### src/rtl/ved_mul_pkg.sv
// Shared constants for the multiplier arbiter: operand/result widths and FSM state encoding.
package ved_mul_pkg;
  localparam int OPW  = 16;
  localparam int RESW = 32;

  typedef enum logic [1:0] {
    ST_IDLE = 2'd0,
    ST_MUL  = 2'd1,
    ST_RESP = 2'd2
  } state_t;
endpackage

### src/rtl/ved_mul_arbiter_if.sv
// Request/response bus between NUM_REQ clients and the shared multiplier arbiter.
interface ved_mul_arbiter_if
  import ved_mul_pkg::*;
#(
  parameter int NUM_REQ = 4
);
  localparam int ID_W = $clog2(NUM_REQ);

  logic [NUM_REQ-1:0]     req_valid;
  logic [NUM_REQ-1:0]     req_ready;
  logic [OPW*NUM_REQ-1:0] req_a;
  logic [OPW*NUM_REQ-1:0] req_b;
  logic                   rsp_valid;
  logic                   rsp_ready;
  logic [ID_W-1:0]        rsp_id;
  logic [RESW-1:0]        rsp_result;

  modport master (
    output req_valid, req_a, req_b, rsp_ready,
    input  req_ready, rsp_valid, rsp_id, rsp_result
  );

  modport slave (
    input  req_valid, req_a, req_b, rsp_ready,
    output req_ready, rsp_valid, rsp_id, rsp_result
  );
endinterface

### src/rtl/ved_16x16.sv
// Combinational 16x16 unsigned Vedic (Urdhva-Tiryagbhyam) multiplier built from 2x2 cells.
module ved_16x16 (
  input  logic [15:0] i_a,
  input  logic [15:0] i_b,
  output logic [31:0] o_p
);
  function automatic logic [3:0] ved2(input logic [1:0] a, input logic [1:0] b);
    logic       c;
    logic [3:0] p;
    p[0] = a[0] & b[0];
    p[1] = (a[1] & b[0]) ^ (a[0] & b[1]);
    c    = (a[1] & b[0]) & (a[0] & b[1]);
    p[2] = (a[1] & b[1]) ^ c;
    p[3] = (a[1] & b[1]) & c;
    return p;
  endfunction

  function automatic logic [7:0] ved4(input logic [3:0] a, input logic [3:0] b);
    logic [3:0] q0, q1, q2, q3;
    q0 = ved2(a[1:0], b[1:0]);
    q1 = ved2(a[3:2], b[1:0]);
    q2 = ved2(a[1:0], b[3:2]);
    q3 = ved2(a[3:2], b[3:2]);
    return {4'b0, q0} + {2'b0, q1, 2'b0} + {2'b0, q2, 2'b0} + {q3, 4'b0};
  endfunction

  function automatic logic [15:0] ved8(input logic [7:0] a, input logic [7:0] b);
    logic [7:0] q0, q1, q2, q3;
    q0 = ved4(a[3:0], b[3:0]);
    q1 = ved4(a[7:4], b[3:0]);
    q2 = ved4(a[3:0], b[7:4]);
    q3 = ved4(a[7:4], b[7:4]);
    return {8'b0, q0} + {4'b0, q1, 4'b0} + {4'b0, q2, 4'b0} + {q3, 8'b0};
  endfunction

  logic [15:0] w_q0, w_q1, w_q2, w_q3;

  assign w_q0 = ved8(i_a[7:0],  i_b[7:0]);
  assign w_q1 = ved8(i_a[15:8], i_b[7:0]);
  assign w_q2 = ved8(i_a[7:0],  i_b[15:8]);
  assign w_q3 = ved8(i_a[15:8], i_b[15:8]);
  assign o_p  = {16'b0, w_q0} + {8'b0, w_q1, 8'b0} + {8'b0, w_q2, 8'b0} + {w_q3, 16'b0};
endmodule

### src/rtl/ved_rr_arbiter.sv
// Combinational round-robin grant: first valid requester at or after i_rr_ptr, wrapping.
module ved_rr_arbiter #(
  parameter  int NUM_REQ = 4,
  localparam int ID_W    = $clog2(NUM_REQ)
) (
  input  logic [NUM_REQ-1:0] i_req_valid,
  input  logic [ID_W-1:0]    i_rr_ptr,
  output logic [NUM_REQ-1:0] o_grant,
  output logic [ID_W-1:0]    o_gnt_idx
);
  always_comb begin
    logic [ID_W-1:0] w_idx;
    o_grant   = '0;
    o_gnt_idx = '0;
    w_idx     = '0;
    // Walk from the farthest offset back to the pointer so the nearest valid wins.
    for (int k = NUM_REQ - 1; k >= 0; k--) begin
      w_idx = ID_W'((int'(i_rr_ptr) + k) % NUM_REQ);
      if (i_req_valid[w_idx]) begin
        o_grant        = '0;
        o_grant[w_idx] = 1'b1;
        o_gnt_idx      = w_idx;
      end
    end
  end
endmodule

### src/rtl/ved_mul_arbiter.sv
// Round-robin sharing of one ved_16x16 among NUM_REQ clients; IDLE -> MUL -> RESP.
// Optional VED_ARB_CHECK_EN adds a sticky chk_err comparing the multiplier to a behavioural product.
module ved_mul_arbiter
  import ved_mul_pkg::*;
#(
  parameter int NUM_REQ = 4
) (
  input  logic              clk,
  input  logic              rst_n,
  ved_mul_arbiter_if.slave  bus,
`ifdef VED_ARB_CHECK_EN
  output logic              busy,
  output logic              chk_err
`else
  output logic              busy
`endif
);
  localparam int ID_W = $clog2(NUM_REQ);

  state_t            r_state;
  logic [ID_W-1:0]   r_ptr;
  logic [ID_W-1:0]   r_id;
  logic [OPW-1:0]    r_a;
  logic [OPW-1:0]    r_b;
  logic [RESW-1:0]   r_result;
  logic [ID_W-1:0]   r_rsp_id;
  logic              r_rsp_valid;
  logic              r_busy;

  logic [NUM_REQ-1:0] w_grant;
  logic [ID_W-1:0]    w_gnt_idx;
  logic [RESW-1:0]    w_prod;
  logic               w_accept;
  logic [ID_W-1:0]    w_ptr_next;

  ved_rr_arbiter #(.NUM_REQ(NUM_REQ)) u_arb (
    .i_req_valid (bus.req_valid),
    .i_rr_ptr    (r_ptr),
    .o_grant     (w_grant),
    .o_gnt_idx   (w_gnt_idx)
  );

  ved_16x16 u_mul (
    .i_a (r_a),
    .i_b (r_b),
    .o_p (w_prod)
  );

  // Ready is held low during reset so no client believes it was accepted.
  assign bus.req_ready  = (rst_n && (r_state == ST_IDLE)) ? w_grant : '0;
  assign w_accept       = |(bus.req_valid & bus.req_ready);
  assign w_ptr_next     = (r_id == ID_W'(NUM_REQ - 1)) ? '0 : r_id + 1'b1;

  assign bus.rsp_valid  = r_rsp_valid;
  assign bus.rsp_id     = r_rsp_id;
  assign bus.rsp_result = r_result;
  assign busy           = r_busy;

`ifdef VED_ARB_CHECK_EN
  logic r_chk_err;
  assign chk_err = r_chk_err;
`endif

  always_ff @(posedge clk or negedge rst_n) begin
    if (!rst_n) begin
      r_state     <= ST_IDLE;
      r_ptr       <= '0;
      r_id        <= '0;
      r_a         <= '0;
      r_b         <= '0;
      r_result    <= '0;
      r_rsp_id    <= '0;
      r_rsp_valid <= 1'b0;
      r_busy      <= 1'b0;
`ifdef VED_ARB_CHECK_EN
      r_chk_err   <= 1'b0;
`endif
    end else begin
      case (r_state)
        // accept stage: capture the granted client's operands
        ST_IDLE: begin
          if (w_accept) begin
            r_a     <= bus.req_a[w_gnt_idx*OPW +: OPW];
            r_b     <= bus.req_b[w_gnt_idx*OPW +: OPW];
            r_id    <= w_gnt_idx;
            r_busy  <= 1'b1;
            r_state <= ST_MUL;
          end
        end
        // multiply stage: registered operands in, registered product out
        ST_MUL: begin
          r_result    <= w_prod;
          r_rsp_id    <= r_id;
          r_rsp_valid <= 1'b1;
          r_state     <= ST_RESP;
`ifdef VED_ARB_CHECK_EN
          if (w_prod != (RESW'(r_a) * RESW'(r_b))) r_chk_err <= 1'b1;
`endif
        end
        // response stage: hold until the consumer takes it
        ST_RESP: begin
          if (bus.rsp_ready) begin
            r_rsp_valid <= 1'b0;
            r_busy      <= 1'b0;
            r_ptr       <= w_ptr_next;
            r_state     <= ST_IDLE;
          end
        end
        default: begin
          r_rsp_valid <= 1'b0;
          r_busy      <= 1'b0;
          r_state     <= ST_IDLE;
        end
      endcase
    end
  end
endmodule
### src/flat_wrapper.sv
// flat-port wrapper written by rule: the top's interface ports become plain ports
module ved_mul_arbiter_flat import ved_mul_pkg::*;
#(
  parameter int NUM_REQ = 4
)
  (clk, rst_n, busy, bus_req_valid, bus_req_a, bus_req_b, bus_rsp_ready, bus_req_ready, bus_rsp_valid, bus_rsp_id, bus_rsp_result);
  ved_mul_arbiter_if #(.NUM_REQ(NUM_REQ)) bus_i ();
  input  logic clk;
  input  logic rst_n;
  output logic busy;
  input wire logic [$bits(bus_i.req_valid)-1:0] bus_req_valid;
  input wire logic [$bits(bus_i.req_a)-1:0] bus_req_a;
  input wire logic [$bits(bus_i.req_b)-1:0] bus_req_b;
  input wire logic [$bits(bus_i.rsp_ready)-1:0] bus_rsp_ready;
  output wire logic [$bits(bus_i.req_ready)-1:0] bus_req_ready;
  output wire logic [$bits(bus_i.rsp_valid)-1:0] bus_rsp_valid;
  output wire logic [$bits(bus_i.rsp_id)-1:0] bus_rsp_id;
  output wire logic [$bits(bus_i.rsp_result)-1:0] bus_rsp_result;
  assign bus_i.req_valid = bus_req_valid;
  assign bus_i.req_a = bus_req_a;
  assign bus_i.req_b = bus_req_b;
  assign bus_i.rsp_ready = bus_rsp_ready;
  assign bus_req_ready = bus_i.req_ready;
  assign bus_rsp_valid = bus_i.rsp_valid;
  assign bus_rsp_id = bus_i.rsp_id;
  assign bus_rsp_result = bus_i.rsp_result;
  ved_mul_arbiter #(.NUM_REQ(NUM_REQ)) u_core (.clk(clk), .rst_n(rst_n), .bus(bus_i), .busy(busy));
endmodule
### config.mk
export PLATFORM = sky130hd
export DESIGN_NAME = ved_mul_arbiter_flat
export DESIGN_NICKNAME = d
export VERILOG_FILES = /design/src/rtl/ved_mul_pkg.sv /design/src/rtl/ved_mul_arbiter_if.sv /design/src/rtl/ved_16x16.sv /design/src/rtl/ved_rr_arbiter.sv /design/src/rtl/ved_mul_arbiter.sv /design/src/flat_wrapper.sv
export SDC_FILE = /design/constraint.sdc
export NUM_CORES = 1
export LEC_CHECK = 0
export CORE_ASPECT_RATIO = 1.5
export CORE_MARGIN = 2
export CORE_UTILIZATION = 45
export CTS_CLUSTER_DIAMETER = 60
export DETAILED_ROUTE_END_ITERATION = 12
export GPL_TIMING_DRIVEN = 0
export PLACE_DENSITY = 0.66
export SLEW_MARGIN = 20
export SYNTH_ARGS = -nofsm -noshare
export SYNTH_HDL_FRONTEND = slang
export SYNTH_SLANG_ARGS = --single-unit
### constraint.sdc
create_clock -name clk -period 8.5 [get_ports clk]
set_input_delay 1.275 -clock clk [delete_from_list [all_inputs] [get_ports clk]]
set_output_delay 1.275 -clock clk [all_outputs]
set_load 0.02 [all_outputs]
Word level (Yosys, flattened, before mapping)
Cells that the tools add are included.

Bits of input ports: 135. Bits in registers: 74. Logic and storage cells: 651. Output and inout port bits: 40.

Mux-type cells: 33. $add $sub $neg: 67. Magnitude comparators: 8. Bitwise operators: 515. Eq/ne operators: 5. Reduce and logical (&&, ||, !) cells: 12. Shifts and indexed selects: 2.

Operators by type and width (count): $and 1x1->1 (384); $add 7x6->8 (16); $add 8x8->8 (16); $shiftx 64x7->16 (2); $xor 1x1->1 (128); $add 4x6->7 (16); $add 14x16->16 (4); $add 13x12->14 (4); $add 8x12->13 (4); $add 26x32->32 (1); $add 25x24->26 (1); $add 16x24->25 (1); $mux 4 (5); $mux 2 (7); $lt 2x3->1 const B (4); $mux 1 (10); $bmux 1 s2 (4); $demux 1 s2 (4); $ge 2x1->1 const B (4); $reduce_and 2->1 (4); $pmux 1 s3 (2); $pmux 2 s3 (1); $logic_and 1x1->1 (5); $add 2x1->2 const B (2); 10 further kinds (13).

Logic depth before layout (Yosys ltp)
Gate-level depths: netlist (run 1).

Depth in word-level cells: 14. Mapped depth: 32. Mapped depth without buffers: 31.

By module
From an unflattened synthesis (run 1), not the netlist that was laid out.

Cell total of the unflattened synthesis: 1601. Area total of the unflattened synthesis: 15243.4 um2.

By module, submodules not included: ved_16x16 (instances 1, area an instance 10956.8 um2, cells each 1332); ved_mul_arbiter (instances 1, area an instance 3796.1 um2, cells each 209); ved_rr_arbiter (instances 1, area an instance 490.5 um2, cells each 60).

Worst setup path before layout (run 1)
Ideal clock, no wire load.

Path type: reg2reg. Start: reg u_core.r_b[0]. End: reg u_core.r_result[30] (netlist: u_core.bus.rsp_result[30]). Data arrival time: 7240 ps. Clock period less this slack: 7326 ps. Stages on the path, launching flop included: 30. Slack: 1174 ps. Library setup time: 87 ps. Required time: 8413 ps. Path through: dfrtp_1 clkbuf_1 and2_1 ha_1 ha_1 inv_1 fa_1 inv_1 fa_1 xnor2_1 fa_1 inv_1 ha_1 fa_1 a21o_1 a21oi_1 o21bai_1 a21oi_1 o21ai_0 xnor2_1 fa_1 inv_1 ha_1 a21o_1 a2111oi_1 nand3_1 a31o_2 and2_1 a211o_1 o211ai_1.

Longest elaborated chain between the ends: 12.

RTL lines: start: declaration (RTL line ved_mul_arbiter.sv:24) `logic [OPW-1:0] r_b;`; start signal: assignment (RTL line ved_mul_arbiter.sv:84) `r_b <= bus.req_b[w_gnt_idx*OPW +: OPW];`; $and 1x1->1 (RTL line ved_16x16.sv:11, ved_16x16.sv:12); $and 1x1->1 (RTL line ved_16x16.sv:12) `c = (a[1] & b[0]) & (a[0] & b[1]);`; $xor 1x1->1 or $and 1x1->1 (tied branches) (RTL line ved_16x16.sv:13, ved_16x16.sv:14); $add 4x6->7 (RTL line ved_16x16.sv:24) `return {4'b0, q0} + {2'b0, q1, 2'b0} + {2'b0, q2, 2'b0} + {q3, 4'b0};`; $add 7x6->8 (RTL line ved_16x16.sv:24); $add 8x8->8 (RTL line ved_16x16.sv:24); $add 8x12->13 (RTL line ved_16x16.sv:33) `return {8'b0, q0} + {4'b0, q1, 4'b0} + {4'b0, q2, 4'b0} + {q3, 8'b0};`; $add 13x12->14 (RTL line ved_16x16.sv:33); $add 14x16->16 (RTL line ved_16x16.sv:33); $add 16x24->25 (*) (RTL line ved_16x16.sv:42) `assign o_p = {16'b0, w_q0} + {8'b0, w_q1, 8'b0} + {8'b0, w_q2, 8'b0} + {w_q3, 16'b0};`; $add 25x24->26 (*) (RTL line ved_16x16.sv:42); $add 26x32->32 (*) (RTL line ved_16x16.sv:42); end signal: assignment (RTL line ved_mul_arbiter.sv:92) `r_result <= w_prod;`; end: declaration (RTL line ved_mul_arbiter.sv:25) `logic [RESW-1:0] r_result;`.

Mark *: on every way between the ends. The rest lies on a longest branch, timed or not. A chain may end at the register's enable or synchronous reset.

Worst setup path in the final report (run 1)
Start: reg u_core.r_a[3]. End: reg u_core.r_result[30] (netlist: u_core.bus.rsp_result[30]).

Longest elaborated chain between the ends: 12.

RTL lines: start: declaration (RTL line ved_mul_arbiter.sv:23) `logic [OPW-1:0] r_a;`; start signal: assignment (RTL line ved_mul_arbiter.sv:83) `r_a <= bus.req_a[w_gnt_idx*OPW +: OPW];`; $and 1x1->1 (RTL line ved_16x16.sv:11, ved_16x16.sv:12); $and 1x1->1 (RTL line ved_16x16.sv:12); $xor 1x1->1 or $and 1x1->1 (tied branches) (RTL line ved_16x16.sv:13, ved_16x16.sv:14); $add 4x6->7 (RTL line ved_16x16.sv:24); $add 7x6->8 (RTL line ved_16x16.sv:24); $add 8x8->8 (RTL line ved_16x16.sv:24); $add 8x12->13 (RTL line ved_16x16.sv:33); $add 13x12->14 (RTL line ved_16x16.sv:33); $add 14x16->16 (RTL line ved_16x16.sv:33); $add 16x24->25 (RTL line ved_16x16.sv:42); $add 25x24->26 (*) (RTL line ved_16x16.sv:42); $add 26x32->32 (*) (RTL line ved_16x16.sv:42).

Marks and branches as above.

==> results of run 1 <==
==> worst min-delay path by stage <==
| stage | from | end | cells after the start |
|---|---|---|---|
| 2_1_floorplan | u_core.r_id[1] | u_core.bus.rsp_id[1] | 2 |
| 6_report | u_core.bus.rsp_result[9] | u_core.bus.rsp_result[9] | 2 |
| 3_5_place_dp | u_core.bus.rsp_result[2] | u_core.bus.rsp_result[2] | 2 |
| 5_1_grt | u_core.bus.rsp_result[0] | u_core.bus.rsp_result[0] | 2 |
| 3_3_place_gp | u_core.bus.rsp_result[0] | u_core.bus.rsp_result[0] | 2 |
| 4_1_cts | u_core.busy | u_core.busy | 1 |
==> flip-flops by register name, summed over array words and instances (netlist names) <==
signal	cells
u_core.r_state	2
u_core.r_a	16
u_core.r_ptr	2
u_core.r_id	2
u_core.bus.rsp_result	32
u_core.busy	1
u_core.bus.rsp_valid	1
u_core.r_b	16
u_core.bus.rsp_id	2
==> area by class of cell <==
cell class                 instances  area, µm²  share of cell area
buffer                            58      269.0             0.01518
clock buffer                       9      225.2             0.01271
clock inverter                     7      82.58            0.004661
inverter                         349       1310             0.07394
multi-input combinational       1226      11700              0.6606
sequential                        74       1852              0.1045
tap                              420      525.5             0.02966
timing repair buffer             174       1749             0.09873
==> worst max-delay path, delay by kind of cell, from the launching register on <==
kind	cells	cell delay [ns]
adder cells (fa/ha/maj)	8	3.07
AO/OA/AOI/OAI	12	2.71
buffers and inverters	5	0.57
AND/OR/NAND/NOR	3	0.53
XOR/XNOR	2	0.52
flip-flops	1	0.49
==> per-stage QoR <==
| stage | setup slack, ns | std cells | setup TNS, ns | hold slack, ns |
|---|---|---|---|---|
| finish | 0.5179 | 2317 | 0 | 0.4767 |
| detailed placement | -0.07242 | 2301 | -0.07242 | 0.4629 |
| floorplan | 1.174 | 1707 | 0 | 0.4650 |
| CTS | 0.2272 | 2317 | 0 | 0.4820 |
| global route | 0.08894 | 2317 | 0 | 0.5013 |
| global placement | -0.01301 | 2300 | -0.01301 | 0.4539 |
==> per-layer routing <==
metal	routed length, µm	vias to the layer above	global-route usage
met2	21810	126	0.4604
li1	-	5798	-
met1	15900	5938	0.2672
met5	0	-	0
met3	661	78	0.02256
met4	1973	0	0.1081
==> layout by cell type, fill, tap and decap left out, types with 3 or more instances in the layout <==
master / instances
inv_1: 349
ha_1: 249
and2_1: 214
clkdlybuf4s50_1: 172
fa_1: 133
nand2_1: 118
mux2i_1: 96
dfrtp_1: 74
a21oi_1: 71
xnor2_1: 51
xor2_1: 44
a21o_1: 43
clkbuf_1: 42
o21ai_0: 37
mux2_4: 28
nor2_1: 25
nor2b_1: 11
nand3_1: 10
o21a_1: 10
nand2b_1: 9
clkbuf_16: 9
buf_2: 8
mux2_2: 8
o21bai_1: 5
buf_6: 5
nand3b_1: 5
a221o_1: 5
a211oi_1: 5
o31ai_1: 5
mux4_2: 4
a31oi_1: 4
nor3_1: 4
clkbuf_2: 3
a41o_1: 3
and3_1: 3
a211o_1: 3
inv_6: 3
==> timing repair <==
action,in CTS,in global routing
hold buffers,0,0
setup endpoints to repair,1,4
resized for setup,1,7
==> logic make-up (layout without fill, tap and decap cells) <==
kind of cell,after synthesis,count (layout),share of synthesized area
flops,74,74,0.1225
simple gates,404,404,0.1438
mux,136,136,0.1033
compound gates,209,209,0.08875
fa+ha+maj,382,382,0.3823
buf+inv,407,597,0.1042
xor+xnor,95,95,0.05505
==> results.yml, run 1 <==
synthesis:
  yosysSeqAreaShare: 0.1225
  synth_most_common_cell: "inv_1"
  synth_area_per_cell_um2: 8.854
  synth_common_cells: "inv_1, ha_1, and2_1"
  synthCells: 1707
  synth_top_cell_by_area: "ha_1"
  synth_edf_count: 0
  yosysUniqueCellTypes: 54
  async_flop_share: 1.000
  yosysWarnings: 0
  ys_seq_elements: 74
  syn_nets: 2224
  synth_area_leaders: "ha_1, fa_1, dfrtp_1"
  synth_area_um2: 15110
  synthFlopType: "dfrtp_1"
  synth.top_cell.area_share: 0.2061
final_layout:
  drive_gt1_frac: 0.04164
  fin_area_um2: 17720
  area_growth_pct: 17.23
  final_core_util: 0.5330
  fill_cells: 3129
  layout.nets: 2409
  n_antenna_cell: 0
setup_path:
  cp_slowest_cell: "fa_1"
  crit_path_start_kind: "flop"
  critPathKind: "flop to flop"
  cp-startpoint: "u_core.r_a[3]"
  crit_end: "u_core.bus.rsp_result[30]"
  max_stage_delay_ns: 0.56
  timing.rr.start: "u_core.r_a[3]"
  required_ns: 8.79
  cp_max_fo: 10
  reg2reg_depth: 30
  rrSetupSlack_ns: 0.52
  r2r_end: "u_core.bus.rsp_result[30]"
  crit_arrival_ns: 8.27
  end_kind: "flop"
drt:
  num_vias: 11940
  avgViaCountPerCell: 5.153
  first_pass_iters: 4
  drt_iter0_drc: 433
  antenna_left: 0
  route.detailed.drc: 0
  drt_wl_total_um: 40340
  wl_per_cell_um: 17.41
floorplanning:
  start_util: 0.4546
  num_rows: 82
  die-area_um2: 35100
  ios: 175
  coreArea_um2: 33240
  die_h_um: 228.5
  die_w_um: 153.6
clock_tree:
  clock_latency_ns: 0.37
  cts.sinks: 74
  htree_levels: 3
  ctsRootBufferMaster: "clkbuf_16"
  numCtsBuffers: 9
  clkTransAtPathRegs_ns: 0.06
  cts_tree: "yes"
  cts_setup_buffers: 0
  clockBufferDepth: 2
global_route:
  antenna_found_initial: 0
  grt_max_degree: 40
  grt_pass1_wl_um: 67030
  grt_use_total: 0.2414
  grt-ovfl-total: 0
  grt_pass1_vias: 13030
run:
  drv_cap: 0
sta:
  hold_viol: 0
  fmax_mhz: 125.3
  rsz0062_at_grt: "no"
  tightest_slew_ns: 0.8211
  finalSetupViolCount: 0
  fin_skew_ns: 0.01477
  period_minus_slack_ns: 7.982
  maxSlewHeadroom: 0.4526
  period_share: 0.9391
  slew_violations: 0
place:
  gp_congestion: 0.8855
  port-buffer-count: 173
  dp_hpwl_um: 34720
  dpl_cell_area_um2: 17390
run_status:
  outcome: "finished, final reports clean"
worst_hold_path:
  hold_class: "flop to flop"
Power of run 1 is not shown: default switching activity piles up to over one toggle a cycle in this logic, so the estimate is an artifact.
==> run 2: changes to the inputs <==
--- a/config.mk
+++ b/config.mk
@@ -8,6 +8,7 @@
 export CORE_ASPECT_RATIO = 1.5
 export CORE_MARGIN = 2
 export CORE_UTILIZATION = 45
+export CTS_BUF_LIST = sky130_fd_sc_hd__clkbuf_8
 export CTS_CLUSTER_DIAMETER = 60
 export DETAILED_ROUTE_END_ITERATION = 12
 export GPL_TIMING_DRIVEN = 0
==> run 2 against run 1 <==
Net effect: die area unchanged; global-route usage decreased by 0.13 points; core utilization decreased by 0.30 points; register-to-register slack improved by 0.03 ns; clock skew increased by 0.010 ns.
==> results.yml, run 2 (synthesized netlist as in run 1, its figures left out) <==
final_layout:
  drive_gt1_frac: 0.04164
  layout_common_cells: "inv_1, ha_1, and2_1"
  final_common_cell: "inv_1"
  fill_cells: 3141
  area_growth_pct: 16.56
  largest_reg_flops: 32
  n_antenna_cell: 0
  layout.nets: 2409
  fin_area_um2: 17620
setup_path:
  cpLargestDelayFamily: "adder cells"
  crit_arrival_ns: 8.28
  crit_buf_inv: 5
  cp_slowest_cell: "fa_1"
  max_stage_delay_ns: 0.56
  reg2reg_depth: 30
  rrSetupSlack_ns: 0.55
  cp_max_fo: 10
  timing.rr.start: "u_core.r_a[3]"
  critPathKind: "flop to flop"
  end_kind: "flop"
  r2r_end: "u_core.bus.rsp_result[30]"
  crit_path_start_kind: "flop"
  required_ns: 8.83
sta:
  fin_skew_ns: 0.02517
  period_share: 0.9358
  slew_violations: 0
  maxSlewHeadroom: 0.4665
  holdWs_ns: 0.4830
  fmax_mhz: 125.7
  hold_viol: 0
  finalSetupViolCount: 0
  rsz0062_at_grt: "no"
  fin_ws_ns: 0.5456
  tns_ns: 0
  tightest_slew_ns: 0.8002
  period_minus_slack_ns: 7.954
place:
  place_ws_ns: -0.07242
  gp_congestion: 0.8855
  port-buffer-count: 173
  dpl_cell_area_um2: 17390
  dp_hpwl_um: 34720
clock_tree:
  cts_setup_buffers: 0
  htree_levels: 3
  clock_latency_ns: 0.41
  cts.sinks: 74
  clkTransAtPathRegs_ns: 0.09
  ctsRootBufferMaster: "clkbuf_8"
  clockBufferDepth: 2
  cts_tree: "yes"
  numCtsBuffers: 9
worst_hold_path:
  holdPathStages: 2
  hold_class: "flop to flop"
  holdPathEnd: "u_core.bus.rsp_result[9]"
  min_from: "u_core.bus.rsp_result[9]"
global_route:
  antenna_found_initial: 0
  grt_max_degree: 40
  grt_use_total: 0.2401
  grt_pass1_wl_um: 66710
  grt_pass1_vias: 13000
  grt-ovfl-total: 0
drt:
  drt_iter0_drc: 471
  antenna_left: 0
  wl_per_cell_um: 17.33
  drt_wl_total_um: 40150
  first_pass_iters: 4
  avgViaCountPerCell: 5.145
  route.detailed.drc: 0
  num_vias: 11920
run_status:
  outcome: "finished, final reports clean"
floorplanning:
  start_util: 0.4546
  die_w_um: 153.6
  coreArea_um2: 33240
  die_h_um: 228.5
  die-area_um2: 35100
  ios: 175
  num_rows: 82
run:
  drv_cap: 0
==> run 2: cell counts in the layout (fill, tap and decap cells not counted) <==
Identical to the previous run, type by type.
==> run 2: layout make-up <==
type                       instances  area (µm²)  share of cell area
multi-input combinational       1226       11700              0.6644
sequential                        74        1852              0.1051
timing repair buffer             174        1749             0.09930
inverter                         349        1310             0.07437
tap                              420       525.5             0.02983
buffer                            58       269.0             0.01527
clock buffer                       9       123.9            0.007032
clock inverter                     7       82.58            0.004688
==> run 2: tightest hold or removal path, stage by stage, from the launching register on <==
cell and delay, ns:
dfrtp_1 0.35, nand2_1 0.05, nand2_1 0.05
==> run 2: worst max path at each step <==
stage / startpoint / slack (ns) / end / cells past startpoint
after floorplan: u_core.r_b[0] / 1.17 / u_core.bus.rsp_result[30] / 29
after global placement: u_core.r_b[8] / -0.01 / u_core.bus.rsp_result[30] / 30
after detailed placement: u_core.r_b[0] / -0.07 / u_core.bus.rsp_result[30] / 30
after CTS: u_core.r_b[0] / 0.22 / u_core.bus.rsp_result[30] / 30
after global routing: u_core.r_a[3] / 0.08 / u_core.bus.rsp_result[30] / 30
final: u_core.r_a[3] / 0.55 / u_core.bus.rsp_result[30] / 30
==> run 2: metrics by stage <==
step	instances	utilization
4_1_cts	2317	0.5294
2_1_floorplan	1707	-
5_1_grt	2317	0.5299
6_report	2317	0.5299
3_5_place_dp	2301	0.5231
3_3_place_gp	2300	0.5225
==> run 2: timing repair <==
item / in CTS / in global routing
hold buffers: 0 / 0
endpoints found under the setup margin: 1 / 4
resized for setup: 1 / 7
==> run 2: layer usage <==
metal | wire length [µm] | GRT usage | vias up
met5 | 0 | 0 | -
met2 | 21690 | 0.4567 | 138
met4 | 1962 | 0.1087 | 0
met3 | 625 | 0.02237 | 76
met1 | 15880 | 0.2664 | 5908
li1 | - | - | 5799
Power of run 2 is left out for the same reason.
==> run 3: changes to the inputs <==
--- a/config.mk
+++ b/config.mk
@@ -13,6 +13,8 @@
 export DETAILED_ROUTE_END_ITERATION = 12
 export GPL_TIMING_DRIVEN = 0
 export PLACE_DENSITY = 0.66
+export REMOVE_ABC_BUFFERS = 1
+export SKIP_LAST_GASP = 1
 export SLEW_MARGIN = 20
 export SYNTH_ARGS = -nofsm -noshare
 export SYNTH_HDL_FRONTEND = slang
==> run 3 against run 2 <==
Net effect: clock-buffer cell count up 1; setup slack worse by 0.076 ns; sequential share of layout area up 0.12 points; core utilization down 0.58 points; hold slack worse by 0.014 ns; via count down 2.4%; final area down 1.1%; cell count down 2.3%; register-to-register slack worse by 0.08 ns; fmax down 0.94%; largest cell class unchanged.
==> results.yml, run 3 (synthesized netlist as in run 1, its figures left out) <==
setup_path:
  cp-startpoint: "u_core.r_b[8]"
  crit_path_frequent_cell: "ha_1"
  required_ns: 8.83
  timing.rr.start: "u_core.r_b[8]"
  max_stage_delay_ns: 0.77
  crit_path_start_kind: "flop"
  end_kind: "flop"
  crit_arrival_ns: 8.36
  cp_max_fo: 17
  cp_slowest_cell: "dfrtp_1"
  critPathKind: "flop to flop"
floorplanning:
  die_h_um: 228.5
  num_rows: 82
  die_w_um: 153.6
  ios: 175
  coreArea_um2: 33240
  die-area_um2: 35100
  start_util: 0.4546
global_route:
  grt_pass1_wl_um: 58680
  grt_util_met2: 0.4156
  met1_usage: 0.2105
  grt_pass1_vias: 12570
  grt_use_total: 0.2064
  use_met3: 0.02389
  grt.busiest_layer: "met2"
  grt_max_degree: 47
  grt-ovfl-total: 0
  antenna_found_initial: 0
sta:
  slew_violations: 0
  fmax_mhz: 124.5
  fin_skew_ns: 0.01445
  tns_ns: 0
  tightest_slew_ns: 0.7998
  maxSlewHeadroom: 0.4612
  hold_viol: 0
  finalSetupViolCount: 0
  holdWs_ns: 0.4685
  period_minus_slack_ns: 8.030
  rsz0062_at_grt: "no"
  period_share: 0.9447
final_layout:
  fin_cells: 2263
  final_common_cell: "inv_1"
  n_antenna_cell: 0
  fill_cells: 3174
  final_core_util: 0.5241
  area_growth_pct: 15.28
  multi_input_area_um2: 11720
  layout_common_cells: "inv_1, ha_1, and2_1"
  layout.nets: 2355
  drive_gt1_frac: 0.03798
  largest_reg_flops: 32
  register_area_um2: 1852
place:
  gp_congestion: 0.8576
  dp_hpwl_um: 27860
  port-buffer-count: 174
  place_inst: 2247
clock_tree:
  cts_tree: "yes"
  cts.sinks: 74
  clock_latency_ns: 0.42
  ctsRootBufferMaster: "clkbuf_8"
  clkTransAtPathRegs_ns: 0.09
  numCtsBuffers: 9
  htree_levels: 3
  hold_buffers: 0
  clockBufferDepth: 2
worst_hold_path:
  min_from: "u_core.bus.rsp_result[0]"
  hold_class: "flop to flop"
run_status:
  outcome: "finished, final reports clean"
drt:
  drt_iter0_drc: 410
  wl_per_cell_um: 15.23
  num_vias: 11640
  route.detailed.drc: 0
  antenna_left: 0
  first_pass_iters: 4
  avgViaCountPerCell: 5.142
  drt_wl_total_um: 34460
run:
  drv_cap: 0
==> run 3: cell types whose count changed in the layout (fill, tap and decap cells not counted), sizes merged <==
cell           change
clkinvlp           -2
clkbuf            -44
buf               -10
bufinv             -1
clkdlybuf4s50      +1
inv                -3
clkinv             +5
==> run 3: worst paths after layout <==
check                           cells after the start  slack, ns                        end
worst max register to register                     30       0.47  u_core.bus.rsp_result[30]
worst min register to register                      2       0.47   u_core.bus.rsp_result[0]
max in group asynchronous                           2       7.12              u_core.r_a[9]
worst min-delay path                                2       0.47   u_core.bus.rsp_result[0]
worst max-delay path                               30       0.47  u_core.bus.rsp_result[30]
min in group asynchronous                           1       0.79  u_core.bus.rsp_result[24]
==> run 3: routing by layer <==
layer	share of wire	wire length (µm)
met1	0.38	13110
met2	0.56	19240
met3	0.025	849
met4	0.037	1259
met5	0	0
==> run 3: through the flow <==
stage	instance area [µm²]	worst slack, ns
after detailed placement	17240	0.1440
after CTS	17420	0.1220
after floorplan	14850	1.254
after global placement	17120	0.2173
final	17420	0.4700
after global routing	17420	0.004968
==> run 3: cell type report <==
cell class              count  area share
well taps                 420     0.03016
inverters                 349     0.07519
clock inverters             6    0.002370
flip-flops and latches     74      0.1063
multi-input cells        1226      0.6729
clock buffers              10    0.007899
repair buffers            178      0.1052
==> run 3: what timing repair did <==
| item | 4_1_cts | 5_1_grt |
|---|---|---|
| setup endpoints to repair | 0 | 5 |
| hold endpoints to repair | 0 | 0 |
| buffers inserted | 0 | 0 |
| resized for setup | 0 | 1 |
==> run 3: worst max-delay path: cells and delay by family, from the launching register on <==
kind / cells / cell delay [ns]
adder cells (fa/ha/maj): 9 / 3.16
AO/OA/AOI/OAI: 12 / 2.95
flip-flops: 1 / 0.77
AND/OR/NAND/NOR: 3 / 0.55
XOR/XNOR: 2 / 0.31
buffers and inverters: 4 / 0.19
Power of run 3 is left out for the same reason.
